### src/rtl/alu_pkg.sv
// rtl/alu_pkg.sv - shared encodings for the execute-stage ALU
package alu_pkg;

  localparam logic [3:0] ALUOP_ADD   = 4'b0000;
  localparam logic [3:0] ALUOP_SUB   = 4'b0001;
  localparam logic [3:0] ALUOP_RTYPE = 4'b0010;
  localparam logic [3:0] ALUOP_AND   = 4'b0011;
  localparam logic [3:0] ALUOP_OR    = 4'b0100;
  localparam logic [3:0] ALUOP_SLT   = 4'b0101;
  localparam logic [3:0] ALUOP_LUI   = 4'b0110;

  localparam logic [5:0] FUNCT_ADD  = 6'b100000;
  localparam logic [5:0] FUNCT_ADDU = 6'b100001;
  localparam logic [5:0] FUNCT_SUB  = 6'b100010;
  localparam logic [5:0] FUNCT_SUBU = 6'b100011;
  localparam logic [5:0] FUNCT_AND  = 6'b100100;
  localparam logic [5:0] FUNCT_OR   = 6'b100101;
  localparam logic [5:0] FUNCT_XOR  = 6'b100110;
  localparam logic [5:0] FUNCT_NOR  = 6'b100111;
  localparam logic [5:0] FUNCT_SLT  = 6'b101010;
  localparam logic [5:0] FUNCT_SLTU = 6'b101011;
  localparam logic [5:0] FUNCT_SLL  = 6'b000000;
  localparam logic [5:0] FUNCT_SRL  = 6'b000010;
  localparam logic [5:0] FUNCT_SRA  = 6'b000011;

  typedef enum logic [3:0] {
    CTRL_AND     = 4'b0000,
    CTRL_OR      = 4'b0001,
    CTRL_ADD     = 4'b0010,
    CTRL_XOR     = 4'b0011,
    CTRL_SLTU    = 4'b0101,
    CTRL_SUB     = 4'b0110,
    CTRL_SLT     = 4'b0111,
    CTRL_SLL     = 4'b1000,
    CTRL_SRL     = 4'b1001,
    CTRL_SRA     = 4'b1010,
    CTRL_LUI     = 4'b1011,
    CTRL_NOR     = 4'b1100,
    CTRL_ADDU    = 4'b1101,
    CTRL_SUBU    = 4'b1110,
    CTRL_INVALID = 4'b1111
  } alu_ctrl_e;

endpackage

### src/rtl/alu_if.sv
// rtl/alu_if.sv - operand/result bundle between the execute stage and the ALU
interface alu_if;

  logic [31:0] data1;
  logic [31:0] data2;
  logic [3:0]  alu_op;
  logic [5:0]  funct;
  logic [4:0]  shamt;
  logic [31:0] result;
  logic        zero;
  logic        overflow;
  logic [31:0] add_a;
  logic [31:0] add_b;
  logic [31:0] add_sum;

  modport master (
    output data1, data2, alu_op, funct, shamt, add_a, add_b,
    input  result, zero, overflow, add_sum
  );

  modport slave (
    input  data1, data2, alu_op, funct, shamt, add_a, add_b,
    output result, zero, overflow, add_sum
  );

endinterface

### src/rtl/alu_control_decode.sv
// rtl/alu_control_decode.sv - maps (alu_op, funct) to the internal ALU control code
module alu_control_decode
  import alu_pkg::*;
(
  input  logic [3:0] alu_op_i,
  input  logic [5:0] funct_i,
  output alu_ctrl_e  ctrl_o
);

  always_comb begin
    ctrl_o = CTRL_INVALID;
    case (alu_op_i)
      ALUOP_ADD: ctrl_o = CTRL_ADD;
      ALUOP_SUB: ctrl_o = CTRL_SUB;
      ALUOP_AND: ctrl_o = CTRL_AND;
      ALUOP_OR:  ctrl_o = CTRL_OR;
      ALUOP_SLT: ctrl_o = CTRL_SLT;
      ALUOP_LUI: ctrl_o = CTRL_LUI;
      ALUOP_RTYPE: begin
        case (funct_i)
          FUNCT_ADD:  ctrl_o = CTRL_ADD;
          FUNCT_ADDU: ctrl_o = CTRL_ADDU;
          FUNCT_SUB:  ctrl_o = CTRL_SUB;
          FUNCT_SUBU: ctrl_o = CTRL_SUBU;
          FUNCT_AND:  ctrl_o = CTRL_AND;
          FUNCT_OR:   ctrl_o = CTRL_OR;
          FUNCT_XOR:  ctrl_o = CTRL_XOR;
          FUNCT_NOR:  ctrl_o = CTRL_NOR;
          FUNCT_SLT:  ctrl_o = CTRL_SLT;
          FUNCT_SLTU: ctrl_o = CTRL_SLTU;
          FUNCT_SLL:  ctrl_o = CTRL_SLL;
          FUNCT_SRL:  ctrl_o = CTRL_SRL;
          FUNCT_SRA:  ctrl_o = CTRL_SRA;
          default:    ctrl_o = CTRL_INVALID;
        endcase
      end
      default: ctrl_o = CTRL_INVALID;
    endcase
  end

endmodule

### src/rtl/alu_32bit.sv
// rtl/alu_32bit.sv - registered 32-bit execute ALU plus combinational PC/branch adder
module alu_32bit
  import alu_pkg::*;
(
  input  logic clk,
  input  logic reset,
  alu_if.slave bus
);

  alu_ctrl_e   ctrl;
  logic [31:0] sum;
  logic [31:0] diff;
  logic [31:0] result_d, result_q;
  logic        overflow_d, overflow_q;
  logic        zero_q;

  alu_control_decode u_decode (
    .alu_op_i (bus.alu_op),
    .funct_i  (bus.funct),
    .ctrl_o   (ctrl)
  );

  assign sum  = bus.data1 + bus.data2;
  assign diff = bus.data1 - bus.data2;

  always_comb begin
    result_d   = 32'd0;
    overflow_d = 1'b0;
    case (ctrl)
      CTRL_ADD: begin
        result_d   = sum;
        overflow_d = (bus.data1[31] == bus.data2[31]) && (sum[31] != bus.data1[31]);
      end
      CTRL_SUB: begin
        result_d   = diff;
        overflow_d = (bus.data1[31] != bus.data2[31]) && (diff[31] != bus.data1[31]);
      end
      CTRL_ADDU: result_d = sum;
      CTRL_SUBU: result_d = diff;
      CTRL_AND:  result_d = bus.data1 & bus.data2;
      CTRL_OR:   result_d = bus.data1 | bus.data2;
      CTRL_XOR:  result_d = bus.data1 ^ bus.data2;
      CTRL_NOR:  result_d = ~(bus.data1 | bus.data2);
      CTRL_SLT:  result_d = {31'd0, $signed(bus.data1) < $signed(bus.data2)};
      CTRL_SLTU: result_d = {31'd0, bus.data1 < bus.data2};
      // Shifts operate on the rt operand only; data1 is ignored.
      CTRL_SLL:  result_d = bus.data2 << bus.shamt;
      CTRL_SRL:  result_d = bus.data2 >> bus.shamt;
      CTRL_SRA:  result_d = 32'($signed(bus.data2) >>> bus.shamt);
      CTRL_LUI:  result_d = {bus.data2[15:0], 16'h0000};
      default: begin
        result_d   = 32'd0;
        overflow_d = 1'b0;
      end
    endcase
  end

  always_ff @(posedge clk) begin
    if (reset) begin
      result_q   <= 32'd0;
      zero_q     <= 1'b1;
      overflow_q <= 1'b0;
    end else begin
      result_q   <= result_d;
      zero_q     <= (result_d == 32'd0);
      overflow_q <= overflow_d;
    end
  end

  assign bus.result   = result_q;
  assign bus.zero     = zero_q;
  assign bus.overflow = overflow_q;

  assign bus.add_sum  = bus.add_a + bus.add_b;

endmodule

### src/flat_wrapper.sv
// flat-port wrapper written by rule: the top's interface ports become plain ports
module alu_32bit_flat import alu_pkg::*;
  (clk, reset, bus_data1, bus_data2, bus_alu_op, bus_funct, bus_shamt, bus_add_a, bus_add_b, bus_result, bus_zero, bus_overflow, bus_add_sum);
  alu_if bus_i ();
  input  logic clk;
  input  logic reset;
  input wire logic [$bits(bus_i.data1)-1:0] bus_data1;
  input wire logic [$bits(bus_i.data2)-1:0] bus_data2;
  input wire logic [$bits(bus_i.alu_op)-1:0] bus_alu_op;
  input wire logic [$bits(bus_i.funct)-1:0] bus_funct;
  input wire logic [$bits(bus_i.shamt)-1:0] bus_shamt;
  input wire logic [$bits(bus_i.add_a)-1:0] bus_add_a;
  input wire logic [$bits(bus_i.add_b)-1:0] bus_add_b;
  output wire logic [$bits(bus_i.result)-1:0] bus_result;
  output wire logic [$bits(bus_i.zero)-1:0] bus_zero;
  output wire logic [$bits(bus_i.overflow)-1:0] bus_overflow;
  output wire logic [$bits(bus_i.add_sum)-1:0] bus_add_sum;
  assign bus_i.data1 = bus_data1;
  assign bus_i.data2 = bus_data2;
  assign bus_i.alu_op = bus_alu_op;
  assign bus_i.funct = bus_funct;
  assign bus_i.shamt = bus_shamt;
  assign bus_i.add_a = bus_add_a;
  assign bus_i.add_b = bus_add_b;
  assign bus_result = bus_i.result;
  assign bus_zero = bus_i.zero;
  assign bus_overflow = bus_i.overflow;
  assign bus_add_sum = bus_i.add_sum;
  alu_32bit u_core (.clk(clk), .reset(reset), .bus(bus_i));
endmodule
### config.mk
export PLATFORM = sky130hd
export DESIGN_NAME = alu_32bit_flat
export DESIGN_NICKNAME = d
export VERILOG_FILES = /design/src/rtl/alu_pkg.sv /design/src/rtl/alu_if.sv /design/src/rtl/alu_control_decode.sv /design/src/rtl/alu_32bit.sv /design/src/flat_wrapper.sv
export SDC_FILE = /design/constraint.sdc
export NUM_CORES = 1
export LEC_CHECK = 0
export BUFFER_PORTS_ARGS = -buffer_cell sky130_fd_sc_hd__buf_2
export CAP_MARGIN = 20
export CORE_ASPECT_RATIO = 0.75
export CORE_MARGIN = 2
export CORE_UTILIZATION = 25
export CTS_CLUSTER_DIAMETER = 150
export DETAILED_ROUTE_END_ITERATION = 16
export HOLD_SLACK_MARGIN = 0.06
export PLACE_DENSITY = 0.43
export SLEW_MARGIN = 20
export SYNTH_ARGS = -nofsm -noshare
export SYNTH_HDL_FRONTEND = slang
export SYNTH_SLANG_ARGS = --single-unit
### constraint.sdc
create_clock -name clk -period 7.4 [get_ports clk]
set_clock_uncertainty 0.15 [all_clocks]
set_input_delay 2.22 -clock clk [delete_from_list [all_inputs] [get_ports clk]]
set_output_delay 2.22 -clock clk [all_outputs]
set_load 0.02 [all_outputs]
==> out/metrics.cfg <==
[run_status]
outcome=complete, but fails checks
violations=setup timing

[power]
pwr-share-comb_pct=77.2
p_sw_mw=0.954
power_frac_clock_pct=11.4
max-vdd-ir-drop_mv=0.0895
power_switching_share_pct=53.0
power.leakage_nw=6.93
power.density_nw_per_um2=111
p_seq_share_pct=11.4
p_int_mw=0.847

[final_layout]
postLayoutCellArea_sq_um=16200
final_nets=2357
layout-drive-gt1-share_pct=24.6
area_growth_syn_to_layout_pct=21.4
layout.cells.non_filler=2791
fillers=5944

[sta]
hold_violations=0
worst_pin_slew_ps=1130
setup_viol=4
fmax_mhz=133
rsz0062_at_grt=yes
tns_ps=-321
fin_crit_sh_pct=101
drv_slew=0
max_slew_margin_pct=24.1
layout_setup_ws_ps=-108
min_period_ps=7510

[global_route]
grt.total_usage_pct=26.0
grt_overflow=0
grt_antenna_before_repair=1
grt_pass1_vias=15428
grt_pass1_wl_mm=107
grt_max_degree=56

[synthesis]
syn_nets=2142
synth-async-reset-ratio_pct=0
synthDistinctLibCells=93
synth-edff-count=0
synth_seq_cells=34
synth_seq_area_share_pct=5.11
synth_area_sq_um=13300
synthFlopType=dfxtp_1
yosysWarnings=0
avgSynthCellArea_sq_um=7.16
syn_inst=1860

[worst_setup_path]
required_ps=5030
startpoint_type=input pin
critPathArrivalTime_ps=5140
crit_fanout=2
critPathKind=input pin to output pin
critPathCaptureType=output pin

[clock_tree]
ctsRootBufferMaster=clkbuf_16
cts_max_level=2
cts_tree=built
clk_pin_slew_worst_paths_ps=50
cts_sinks=34
cts_buffers=5
cts_max_path_buffers=2
cts_hold_buf=0

[flow_run]
timing.max_cap.violations=0

[route]
drc_errors=0
drtIter0Drc=1939
wl_per_cell_microns=26.8
vias_per_cell=5.91
drt_pass1_iterations=6
wl_mm=74.8
vias=16482
ant_nets=0

[placement]
dpl_cell_area_sq_um=15800
gp_congestion=1.04
io_buffers=210
dp_cells=2773
place_worst_setup_slack_ps=-531
dp_hpwl_mm=60.9

[floorplan]
start_util_pct=25.2
boundaryPins=211
die_h_microns=204
coreArea_sq_um=52800
die_w_microns=271
die_area_sq_um=55200
num_rows=73

[worst_hold_path]
hp-class=input pin to register
whs_path_depth=2
hold_end=u_core.bus.result[24]
hp-start=reset

through the flow:
step / hold slack (ps) / power, mW / util [%]
finish: 2280 / 1.80 / 30.6
global route: 2330 / 1.91 / 30.6
CTS: 2290 / 1.77 / 30.5
detailed placement: 2480 / 1.53 / 29.8
global placement: 2490 / 1.53 / 29.8
floorplan: 2250 / 1.03 / -
power groups by stage:
| stage | sequential (mW) | clock, mW | combinational [mW] |
|---|---|---|---|
| after floorplan | 0.233 | 0 | 0.793 |
| after global placement | 0.209 | 0 | 1.32 |
| after detailed placement | 0.209 | 0 | 1.32 |
| after CTS | 0.206 | 0.210 | 1.35 |
| after global routing | 0.207 | 0.222 | 1.48 |
| final | 0.205 | 0.205 | 1.39 |
cell usage after synthesis (20+ instances only):
library cell  instances  area (sq um)
a21o_1               30           225
nand2_1             172           646
ha_1                134          1680
nor2_1              188           706
clkbuf_1             83           312
nor3_1               53           265
nand2b_1             27           169
o22ai_1              20           125
nor2b_1              28           175
nor4_1               29           181
mux2i_1              52           521
buf_2                35           175
nand4_1              20           125
o21ai_0              85           425
o211ai_1             41           308
inv_1               113           424
nand3_1              47           235
mux4_2               61          1370
xnor2_1              40           350
dfxtp_1              34           681
a31oi_1              24           150
a211oi_1             36           270
a21oi_1             140           701
how the worst max path moves through the flow:
stage / depth (start not counted) / from / slack [ps] / endpoint
finish: 17 / bus_add_b[1] / -110 / bus_add_sum[29]
detailed placement: 16 / bus_add_b[1] / -530 / bus_add_sum[31]
floorplan: 13 / bus_add_b[1] / -40 / bus_add_sum[31]
CTS: 17 / bus_add_b[1] / -220 / bus_add_sum[29]
global placement: 17 / bus_add_b[1] / -540 / bus_add_sum[29]
global route: 17 / bus_add_b[1] / -290 / bus_add_sum[29]
what timing repair did:
action | in CTS | in global routing
endpoints found under the setup margin | 9 | 8
gates resized for setup | 34 | 7
buffers inserted | 5 | 3
pin swaps | 27 | 17
cell families (layout without fill, tap and decap cells):
logic type                 after synthesis  after routing  share of synthesized area (%)
DFF                                     34             34                           5.11
and+or+nand+nor                        662            662                           24.3
adders and majority gates              137            137                           13.0
AOI/OAI and AO/OA                      588            588                           30.5
muxes                                  129            129                           15.6
other                                    0              3                              0
buffers and inverters                  261            477                           8.25
xor gates and xnor gates                49             49                           3.22
final cells by class:
| type | instances | area, sq um | area share, % |
|---|---|---|---|
| Antenna cell | 3 | 7.51 | 0.0464 |
| Clock buffer | 7 | 143 | 0.882 |
| Clock inverter | 1 | 5.00 | 0.0310 |
| Inverter | 114 | 428 | 2.65 |
| Multi-Input combinational cell | 1565 | 11800 | 72.9 |
| Sequential cell | 34 | 681 | 4.21 |
| Tap cell | 712 | 891 | 5.51 |
| Timing Repair Buffer | 355 | 2230 | 13.8 |
worst max-delay path: stages:
cell and delay [ps]:
buf_8 100, ha_4 220, a21o_1 170, a21o_1 180, a2111oi_4 280, buf_4 180, nor4b_4 50, o221ai_2 220
a21oi_2 100, o21a_1 210, o221a_4 240, o41ai_4 250, buf_4 170, o21bai_1 70, a21oi_1 180, xnor2_1 140
buf_4 160
cell usage in the layout (no fill, tap or decap), types with 41 or more instances in the layout:
| cell | count |
|---|---|
| inv_1 | 112 |
| a21oi_1 | 134 |
| mux2i_1 | 52 |
| o21ai_0 | 83 |
| ha_1 | 132 |
| o211ai_1 | 41 |
| nand3_1 | 47 |
| buf_2 | 197 |
| nor2_1 | 187 |
| nand2_1 | 172 |
| nor3_1 | 52 |
| mux4_2 | 61 |
| buf_4 | 151 |
registers in the layout (all words and copies together) (netlist names):
register             count
u_core.bus.overflow      1
u_core.bus.result       32
u_core.bus.zero          1
layer usage:
layer	vias to the layer above	GRT usage, %	part of all wire, %
li1	7434	-	-
met1	8077	37.5	46
met2	884	37.0	40
met3	83	9.16	12
met4	4	4.66	2.1
met5	-	1.14	0.12
Power figures use the tool's default switching activity.
